File: config.mk
export PLATFORM = sky130hd
export DESIGN_NAME = fixed_to_float
export DESIGN_NICKNAME = d
export VERILOG_FILES = /design/src/rtl/fixed_to_float.sv
export SDC_FILE = /design/constraint.sdc
export NUM_CORES = 1
export LEC_CHECK = 0
export BUFFER_PORTS_ARGS = -buffer_cell sky130_fd_sc_hd__buf_2
export CAP_MARGIN = 20
export CORE_ASPECT_RATIO = 1.5
export CORE_MARGIN = 1.5
export CORE_UTILIZATION = 45
export DETAILED_ROUTE_END_ITERATION = 6
export GPL_TIMING_DRIVEN = 0
export PLACE_DENSITY = 0.71
export SETUP_SLACK_MARGIN = 0.5
export SYNTH_ARGS = -nofsm -noshare
export SYNTH_HDL_FRONTEND = slang
export SYNTH_SLANG_ARGS = --single-unit
File: constraint.sdc
create_clock -name clk -period 3.1 [get_ports clk]
set_input_delay 0.62 -clock clk [delete_from_list [all_inputs] [get_ports clk]]
set_output_delay 0.62 -clock clk [all_outputs]
set_load 0.005 [all_outputs]
File: src/rtl/fixed_to_float.sv
// Sign/magnitude/fractional-count fixed-point to IEEE-754 single converter.
// Normalises one bit per cycle behind valid/ready handshakes on input and output.
module fixed_to_float (
    input  logic        clk,
    input  logic        rst,
    input  logic        in_valid,
    output logic        in_ready,
    input  logic        sign_in,
    input  logic [23:0] mag_in,
    input  logic [7:0]  frac_in,
    output logic        out_valid,
    input  logic        out_ready,
    output logic [31:0] result
);

    typedef enum logic [1:0] {
        IDLE,
        NORM,
        DONE
    } state_t;

    state_t      state;
    logic        sign_q;
    logic [23:0] sh;
    logic [4:0]  s;
    logic [7:0]  frac_q;
    logic signed [9:0] e;

    // Biased exponent once bit 23 is reached: 127 + 23 - shifts - fractional bits.
    always_comb begin
        e = 10'sd150 - $signed({5'b0, s}) - $signed({2'b0, frac_q});
    end

    always_ff @(posedge clk) begin
        if (rst) begin
            state     <= IDLE;
            in_ready  <= 1'b1;
            out_valid <= 1'b0;
            result    <= '0;
            sign_q    <= 1'b0;
            sh        <= '0;
            s         <= '0;
            frac_q    <= '0;
        end else begin
            case (state)
                IDLE: begin
                    if (in_valid) begin
                        sign_q   <= sign_in;
                        sh       <= mag_in;
                        frac_q   <= frac_in;
                        s        <= '0;
                        in_ready <= 1'b0;
                        if (mag_in == '0) begin
                            result    <= {sign_in, 31'b0};
                            out_valid <= 1'b1;
                            state     <= DONE;
                        end else begin
                            state <= NORM;
                        end
                    end
                end
                NORM: begin
                    if (!sh[23]) begin
                        sh <= {sh[22:0], 1'b0};
                        s  <= s + 5'd1;
                    end else begin
                        // No denormals: anything below the normal range flushes to signed zero.
                        if (e <= 10'sd0)
                            result <= {sign_q, 31'b0};
                        else
                            result <= {sign_q, e[7:0], sh[22:0]};
                        out_valid <= 1'b1;
                        state     <= DONE;
                    end
                end
                DONE: begin
                    if (out_ready) begin
                        out_valid <= 1'b0;
                        in_ready  <= 1'b1;
                        state     <= IDLE;
                    end
                end
                default: state <= IDLE;
            endcase
        end
    end

endmodule

* Word level (Yosys, flattened, before mapping)
Cells that the tools add are included.
W data, S select, Z words.
** Operators by class
- $add $sub $neg :: 3
- Order comparisons :: 1
- Equal/unequal tests :: 7
- Multiplexer cells :: 24
- Reduce and logical (&&, ||, !) cells :: 12
** Operator list (number)
- $mux W32 :: 3
- $pmux W32 S2 :: 1
- $mux W24 :: 2
- $pmux W24 S2 :: 1
- $mux W31 :: 1
- $logic_not A24 Y1 :: 1
- $le A10 B1 Y1 const B :: 1
- $mux W5 :: 2
- $ne A2 B2 Y1 const B :: 5
- $pmux W5 S2 :: 1
- $sub A9 B9 Y10 :: 1
- $reduce_and A3 Y1 :: 3
- $sub A8 B5 Y9 const A :: 1
- $mux W2 :: 4
- $mux W1 :: 6
- $pmux W2 S3 :: 1
- $add A5 B1 Y5 const B :: 1
- $reduce_and A5 Y1 :: 1
- $reduce_and A2 Y1 :: 2
- $reduce_and A4 Y1 :: 1
- $reduce_bool A2 Y1 :: 2
- $pmux W1 S3 :: 1
- $reduce_bool A3 Y1 :: 1
- $eq A2 B1 Y1 const B :: 1
- 3 further kinds :: 3
** Word-level totals
- Flip-flop bits (word level) :: 74
- Bits of input ports :: 37
- Output and inout port bits :: 34
- Word-level logic and storage cells :: 56

* Longest topological paths before layout
Gate-level depths: netlist of run 1.
- Word-level depth :: 6
- Gate-level depth with buffers :: 11
- Depth with buffers taken out :: 10

* Worst setup path after synthesis of run 1
OpenSTA, ideal clock, no wires.
- Path type :: register to register
- Start point :: register s[0]
- End point :: register result[22]
- Setup time :: 0.117 ns
- Data arrival time :: 2.361 ns
- Data required time :: 2.983 ns
- Setup slack :: 0.622 ns
- Stages on the path, launching flop included :: 11
- Buffers on the path :: 1
- Clock period less this slack :: 2.478 ns
- Cell sequence :: dfxtp_1 > ha_1 > a21oi_1 > xor2_1 > ha_1 > a21oi_1 > a31oi_4 > o221ai_2 > a31oi_4 > buf_6 > a22o_1
** On the way
- Word-level cells in the longest chain between the ends :: 6
** Ends and longest elaborated chain
- start: declaration :: RTL line 25 : logic [4:0] s;
- start signal: assignment :: RTL line 65 : s <= s + 5'd1;
- $sub A8 B5 Y9 :: RTL line 31 : e = 10'sd150 - $signed({5'b0, s}) - $signed({2'b0, frac_q});
- $sub A9 B9 Y10 :: RTL line 31
- $le A10 B1 Y1 :: RTL line 68 : if (e <= 10'sd0)
- $mux W31 :: RTL line 68
- $mux W32 :: RTL line 63 : if (!sh[23]) begin
- $pmux W32 S2 :: RTL line 45 : case (state)
- end signal: assignment :: RTL line 54 : result <= {sign_in, 31'b0};
- end signal: assignment :: RTL line 69 : result <= {sign_q, 31'b0};
- end signal: assignment :: RTL line 71 : result <= {sign_q, e[7:0], sh[22:0]};
- end: declaration :: RTL line 13 : output logic [31:0] result
No other way between the ends. The select of a mux whose other input is x is not followed.
A chain may end at the register's enable or synchronous reset.

* Worst setup path after layout of run 1
- Start point :: register s[0]
- End point :: register result[2]
The elaborated chain is that of the path after synthesis.

==> summary.md, run 1 <==
| Metric | Value |
|---|---|
| Result of the run | complete, no violations |
| Number of instances in the synthesized netlist | 340 |
| Pin count of the biggest net entering global routing | 14 |
| Post-route DRC violation count | 0 |
| Static leakage power | between 1.5 and 2 nW |
| Number of distinct library cell variants in the gate-level netlist after synthesis | between 40 and 50 |
| Grt total ovfl | 0 |
| Layout area overhead | 28.4% |
| Min-delay worst type | flop to flop |
| Count of state elements after synthesis | 74 |
| Share of layout cells above drive strength 1 | between 30% and 40% |
| Proportion of register bits with asynchronous set or reset after synthesis | 0% |
| Clock tree sinks | 74 |
| Standard-cell rows | 38 |
| Count of antenna diodes in the layout | 0 |
| Share of the cycle needed by the critical path after routing | 82.6% |
| CP endpoint kind | flop |
| Crit Path Class | flop to flop |
| Cell-by-cell trace of the critical path | ha_4 > a21oi_4 > xor2_1 > ha_1 > buf_6 > o21ai_2 > o21bai_1 > a21oi_2 > xor2_2 > a31oi_4 > buf_12 > buf_8 > a22o_1 |
| Critical Path Slowest Stage Cell | dfxtp_4 |
| Number of nets in the layout | between 400 and 500 |
| Leading register cell type out of synthesis | dfxtp_1 |
| Routed Wire Length | 8330 microns |
| Largest delay contributor family on the critical path | compound AO/OA/AOI/OAI gates |
| Count of endpoints failing setup in the final report | 0 |
| Top cells by area in the synthesized netlist | dfxtp_1 45%, a22o_1 7.1%, a222oi_1 6.3% |
| Proportion of netlist area held by the largest area contributor | 44.6% |
| Critical path fanouts, max | 6 |
| Most frequent cells after synthesis | 74 x dfxtp_1, 41 x nor2_1, 27 x a22o_1, 27 x nand2_1, 21 x a222oi_1 |
| Areal power density over the cells | around 760 mW/mm^2 |
| Routed vias/inst | 5.49 |
| Util after Layout | 59.3% |
| First-pass GRT wire length | about 13000 microns |
| Count of yosys warnings during synthesis | 0 |
| Max-Slew Margin vs Limit | between 60% and 70% |
| Sequential standard cell area | 0.00149 sq mm |
| Final total negative setup slack | 0 ns |
| Port Buf Inserts | 69 |
| Level count of the clock H-tree | 3 |
| RSZ-0062 raised after global routing | yes |
| Launching element type of the critical path | flop |
| I/O pin count | between 70 and 80 |
| Post-synthesis cell area | roughly 0.0033 sq mm |
| Post-CTS Hold Fix Bufs | 0 |
| Vias in the first global route | around 3000 |
| X dimension of the die | 73.1 microns |
| Clock tree from TritonCTS | yes |
| Count of flip-flops with a built-in enable after synthesis | 0 |
| Most frequently used cell type in the post-synthesis netlist | dfxtp_1 |
| Worst supply voltage drop on vdd | between 0.4 and 0.5 mV |
| Highest attainable clock frequency | about 400 MHz |
| Worst endpoint required time | roughly 3.4 ns |
| Time the worst path needs with I/O delays and setup | approximately 2.6 ns |
| Crit path arrival time | between 2 and 3 ns |
| Setup clock skew after layout | 0.0104 ns |
| DR iter-0 viols | 264 |
| Std-Cell Core Area | 0.00718 sq mm |
| Number of fill cells in the layout | about 630 |
| Number of max-capacitance violations reported | 0 |
| Timing startpoint of the critical path | s[0] |
| Hold WS | between 0.4 and 0.5 ns |
| Worst-margin pin slew | 0.574 ns |
| Mean instance size in the synthesized netlist | around 9.8 sq um |
| Hold violation count in the final report | 0 |
| Antenna violations before repair | 0 |
| Clock insertion delay at the later pin of the skew report | between 0.3 and 0.4 ns |
| Overall die height | about 110 microns |
| Post-detailed-route count of antenna-violating nets | 0 |
| Dominant cell type by area after synthesis | dfxtp_1 |
| Critical register-to-register path startpoint | s[0] |
| Count of final max-slew check failures | 0 |
| Multi-input gate area | 0.00174 sq mm |
| Iteration count of the initial detailed-routing pass | 5 |
| Synth Net Count | between 300 and 400 |
| Total Die Area | about 0.0079 sq mm |
| Maximum root-to-sink buffer count | 2 |
| WL/cell | 15.5 microns |
| Worst stage delay on the critical path | between 0.3 and 0.4 ns |
| Clock buffer count from CTS | 9 |
| Hold path startpoint | frac_q[5] |
| Total GRT Usage | 22.2% |
| Routability congestion estimate | approximately 0.87 |
| Effective utilization at floorplan | 46.2% |
| Clock edge transition at the registers on the reported setup and hold paths | 0.08 ns |
| Detailed-route via count | between 2000 and 3000 |
| DP HPWL | 6130 microns |
| Critical path buffer and inverter count | 3 |
| Sequential-to-total area share from yosys stat | around 45% |
| Root buffer cell | clkbuf_8 |
sequential cells by signal, summed over array words and instances (netlist names):
signal and count:
s 5, state 2, result 32, sh 24
sign_q 1, frac_q 8, in_ready 1, out_valid 1
power by group:
group | switching [mW] | internal (mW) | leakage, nW
Clock | 0.378 | 0.537 | 0.117
Sequential | 0.117 | 1.11 | 0.604
Combinational | 0.646 | 0.464 | 1.06
tightest hold or removal path, stage by stage (launching register included):
cell and delay, ns:
dfxtp_1 0.31, nand2_1 0.05, a21oi_1 0.05
cell usage in the layout (no fill, tap or decap), drive strengths merged, types with 3 or more instances in the layout:
cell type / netlist / routed
a211oi: 5 / 5
a21o: 3 / 3
a21oi: 21 / 21
a222oi: 21 / 21
a22o: 27 / 27
buf: 9 / 89
bufinv: 0 / 3
clkbuf: 11 / 21
dfxtp: 74 / 74
ha: 12 / 12
inv: 17 / 17
nand2: 27 / 27
nand2b: 3 / 3
nand3b: 3 / 3
nor2: 42 / 42
nor2b: 3 / 3
nor3: 7 / 7
nor4: 8 / 8
o21ai: 7 / 7
o2bb2ai: 4 / 4
xor2: 7 / 7
what timing repair did:
item | in CTS | in global routing
endpoints found under the setup margin | 24 | 23
hold endpoints to repair | 0 | 0
cloned | 2 | 0
resized for setup | 15 | 22
setup buffers | 3 | 6
pin swaps | 6 | 12
area by class of cell:
cell class	instances	share of cell area (%)
Multi-Input combinational cell	229	40.9
Sequential cell	74	35.0
Timing Repair Buffer	80	10.8
Buffer	20	3.08
Clock buffer	10	3.00
Tap cell	100	2.94
Clock inverter	6	2.70
Inverter	17	1.62
per-layer routing:
metal	wire [microns]	up-vias	track usage, %
li1	-	1452	-
met1	3390	1389	24.0
met3	336	15	4.75
met2	4430	88	40.2
met4	172	0	10.1
met5	0	-	0
through the flow:
stage | std cells | area [sq um] | power, mW | setup slack [ns]
after global routing | 536 | 4260 | 3.46 | 0.428
after detailed placement | 509 | 3790 | 2.24 | 0.300
after CTS | 530 | 4120 | 3.19 | 0.501
final | 536 | 4260 | 3.25 | 0.540
after global placement | 509 | 3790 | 2.21 | 0.322
after floorplan | 340 | 3320 | 1.96 | 0.622
final timing paths:
path                             endpoint  slack [ns]  depth (start not counted)
worst max-delay path            result[2]        0.54                         13
worst min-delay path            frac_q[5]        0.46                          2
worst max register to register  result[2]        0.54                         13
worst min register to register  frac_q[5]        0.46                          2
logic make-up after synthesis:
| group | count (synthesis) | synth area share [%] |
|---|---|---|
| AOI/OAI and AO/OA | 104 | 25.9 |
| xor gates and xnor gates | 9 | 2.38 |
| adders and majority gates | 13 | 5.13 |
| buffers and inverters | 37 | 5.77 |
| DFF | 74 | 44.6 |
| muxes | 2 | 0.603 |
| and+or+nand+nor | 101 | 15.5 |
No activity file was read; power rests on OpenSTA's default activity.
==> inputs of run 2 (changes only) <==
==> constraint.sdc (replaced) <==
create_clock -name clk -period 2.5 [get_ports clk]
set_input_delay 0.5 -clock clk [delete_from_list [all_inputs] [get_ports clk]]
set_output_delay 0.5 -clock clk [all_outputs]
set_load 0.005 [all_outputs]
==> summary.md, run 2 (same netlist as run 1, synthesis figures left out) <==
| Metric | Value |
|---|---|
| Overall die height | 108 microns (unchanged) |
| Violated checks | DRC, setup timing |
| Worst flop-to-flop path endpoint | result[14] (was result[2]) |
| Post-CTS Hold Fix Bufs | 0 (unchanged) |
| Detailed-routed wire length on met3 | 340 microns (was 336 microns) |
| Post-route DRC violation count | 5 (was 0) |
| Total Die Area | 0.00791 sq mm (unchanged) |
| First-pass GRT wire length | 13100 microns (was 13400 microns) |
| Effective utilization at floorplan | 46.2% (unchanged) |
| Final total negative setup slack | -0.297 ns (was 0 ns) |
| Setup clock skew after layout | 0.00580 ns (was 0.0104 ns) |
| Share of layout cells above drive strength 1 | 36.6% (was 32.1%) |
| Highest attainable clock frequency | 396 MHz (was 391 MHz) |
| Clock tree from TritonCTS | yes (unchanged) |
| Count of endpoints failing setup in the final report | 18 (was 0) |
| Routed Wire Length | 8730 microns (was 8330 microns) |
| Fraction of power spent switching nets | 35.1% (about the same) |
| Clock edge transition at the registers on the reported setup and hold paths | 0.07 ns (was 0.08 ns) |
| Routability congestion estimate | 0.919 (was 0.872) |
| Internal power | 2.71 mW (was 2.11 mW) |
| Antenna violations before repair | 0 (unchanged) |
| Result of the run | complete, but fails checks (was complete, no violations) |
| Crit path arrival time | 2.78 ns (was 2.82 ns) |
| Area of placed instances | 0.00382 sq mm (was 0.00379 sq mm) |
| Clock insertion delay at the later pin of the skew report | 0.36 ns (about the same) |
| Count of antenna diodes in the layout | 0 (unchanged) |
| Port Buf Inserts | 69 (unchanged) |
| WL/cell | 16.3 microns (was 15.5 microns) |
| Number of nets in the layout | 482 (was 481) |
| Share of the cycle needed by the critical path after routing | 101% (was 82.6%) |
| Register with the most flip-flops | result (unchanged) |
| Number of cells in the design after placement | 509 (unchanged) |
| Part of the power in combinational logic | 37.2% (was 34.2%) |
| Worst-margin pin slew | 0.618 ns (was 0.574 ns) |
| DR iter-0 viols | 298 (was 264) |
| Clock buffer count from CTS | 9 (unchanged) |
| Vias in the first global route | 2859 (was 2960) |
| Root buffer cell | clkbuf_8 (unchanged) |
| Final instance area | 0.00440 sq mm (was 0.00426 sq mm) |
| Detailed-route via count | 3036 (was 2944) |
| Standard-cell rows | 38 (unchanged) |
| Clock network fraction of design power | 26.3% (was 28.2%) |
| Post-Layout Cell Count | 537 (was 536) |
| Total net switching power | 1.47 mW (was 1.14 mW) |
| Iteration count of the initial detailed-routing pass | 7 (was 5) |
| Most common library cell in the layout ignoring fill and taps | buf_2 (unchanged) |
| Worst Hold Endpoint | frac_q[1] (was frac_q[5]) |
| Post-detailed-route count of antenna-violating nets | 0 (unchanged) |
| Part of the total power dissipated in sequential elements | 36.5% (was 37.7%) |
| Most frequent cells in the layout | 70 x buf_2, 69 x dfxtp_1, 39 x nor2_1 (was 73 x buf_2, 71 x dfxtp_1, 41 x nor2_1) |
| Pin count of the biggest net entering global routing | 13 (was 14) |
| I/O pin count | 71 (unchanged) |
| Number of max-capacitance violations reported | 0 (unchanged) |
| Hold path startpoint | frac_in[1] (was frac_q[5]) |
| Highest signal layer in the routed design | met4 (unchanged) |
| Routed vias/inst | 5.65 (was 5.49) |
| Register-to-register path setup slack | -0.03 ns (was 0.54 ns) |
| Crit Path Class | flop to flop (unchanged) |
| Launching element type of the critical path | flop (unchanged) |
| Std-Cell Core Area | 0.00718 sq mm (unchanged) |
| RSZ-0062 raised after global routing | yes (unchanged) |
| CP endpoint kind | flop (unchanged) |
| Hold violation count in the final report | 0 (unchanged) |
| Met2 routed wirelength | 4600 microns (was 4430 microns) |
| Total GRT Usage | 21.8% (was 22.2%) |
| Critical path fanouts, max | 4 (was 6) |
| X dimension of the die | 73.1 microns (unchanged) |
| Max-Slew Margin vs Limit | 58.6% (was 61.6%) |
| Hold WS | 0.375 ns (was 0.455 ns) |
| Worst hold path depth | 3 (was 2) |
| Sequential standard cell area | 0.00149 sq mm (about the same) |
| Setup slack after placement | -0.116 ns (was 0.300 ns) |
| Static leakage power | 1.83 nW (was 1.78 nW) |
| DP HPWL | 6160 microns (was 6130 microns) |
| Areal power density over the cells | 951 mW/mm^2 (was 763 mW/mm^2) |
| Worst endpoint required time | 2.75 ns (was 3.36 ns) |
| Critical register-to-register path startpoint | s[0] (unchanged) |
| Worst Reg-to-Reg Cells | 10 (was 13) |
| Total power draw | 4.18 mW (was 3.25 mW) |
| Largest registers in the final layout | result (32), sh (24), frac_q (8) (unchanged) |
| Number of fill cells in the layout | 591 (was 628) |
| Level count of the clock H-tree | 3 (unchanged) |
| Worst path setup slack after routing | -0.0254 ns (was 0.540 ns) |
| Grt total ovfl | 0 (unchanged) |
| Detailed-route wire length on metal 1 | 3510 microns (was 3390 microns) |
| Time the worst path needs with I/O delays and setup | 2.53 ns (was 2.56 ns) |
| Maximum root-to-sink buffer count | 2 (unchanged) |
| Number of flip-flops under the largest register name | 32 (unchanged) |
| Multi-input gate area | 0.00187 sq mm (was 0.00174 sq mm) |
| Count of final max-slew check failures | 0 (unchanged) |
| Layout area overhead | 32.5% (was 28.4%) |
| Worst supply voltage drop on vdd | 0.418 mV (was 0.417 mV) |
| Clock tree sinks | 74 (unchanged) |
| Min-delay worst type | primary input to flop (was flop to flop) |
| Util after Layout | 61.2% (was 59.3%) |
[run 2: cell types whose count changed in the layout (fill, tap and decap cells not counted), sizes merged]
cell / previous run / this run
clkinvlp: 1 / 0
buf: 89 / 90
clkinv: 2 / 3
[run 2: power groups by stage]
stage	logic [mW]	registers [mW]	clock network (mW)
after floorplan	0.952	1.50	0
after global placement	1.24	1.53	0
after detailed placement	1.27	1.54	0
after CTS	1.39	1.51	1.12
after global routing	1.71	1.55	1.15
final	1.56	1.52	1.10
[run 2: timing repair]
| action | 4_1_cts | 5_1_grt |
|---|---|---|
| setup endpoints to repair | 54 | 56 |
| pin swaps | 5 | 7 |
| cloned | 1 | 0 |
| buffers inserted | 8 | 3 |
| gates resized for setup | 27 | 33 |
[run 2: cell type report]
| type | count | share of cell area [%] |
|---|---|---|
| buffer | 20 | 3.33 |
| clock buffer | 10 | 2.90 |
| clock inverter | 6 | 2.39 |
| inverter | 17 | 1.51 |
| multi-input combinational | 229 | 42.4 |
| sequential | 74 | 34.0 |
| tap | 100 | 2.85 |
| timing repair buffer | 81 | 10.6 |
[run 2: critical path, cell delays in order (launching register included)]
cell and delay (ns):
dfxtp_4 0.37, ha_4 0.27, inv_2 0.04, fa_2 0.37, a211oi_2 0.23, nor2_1 0.08
xor2_1 0.17, nor4_2 0.32, a31oi_4 0.20, buf_4 0.19, a22o_1 0.17
[run 2: how the worst max path moves through the flow]
stage                 endpoint  start  depth (start not counted)
finish              result[14]   s[0]                         10
global route        result[18]   s[2]                         10
CTS                 result[12]   s[0]                         11
detailed placement   result[6]   s[2]                         10
global placement    result[13]   s[0]                         11
floorplan           result[22]   s[0]                         11
[run 2: metal layers]
| metal | vias up | GRT usage [%] |
|---|---|---|
| met5 | - | 0 |
| met4 | 0 | 11.6 |
| met3 | 21 | 5.22 |
| met2 | 86 | 39.2 |
| met1 | 1479 | 22.9 |
| li1 | 1450 | - |
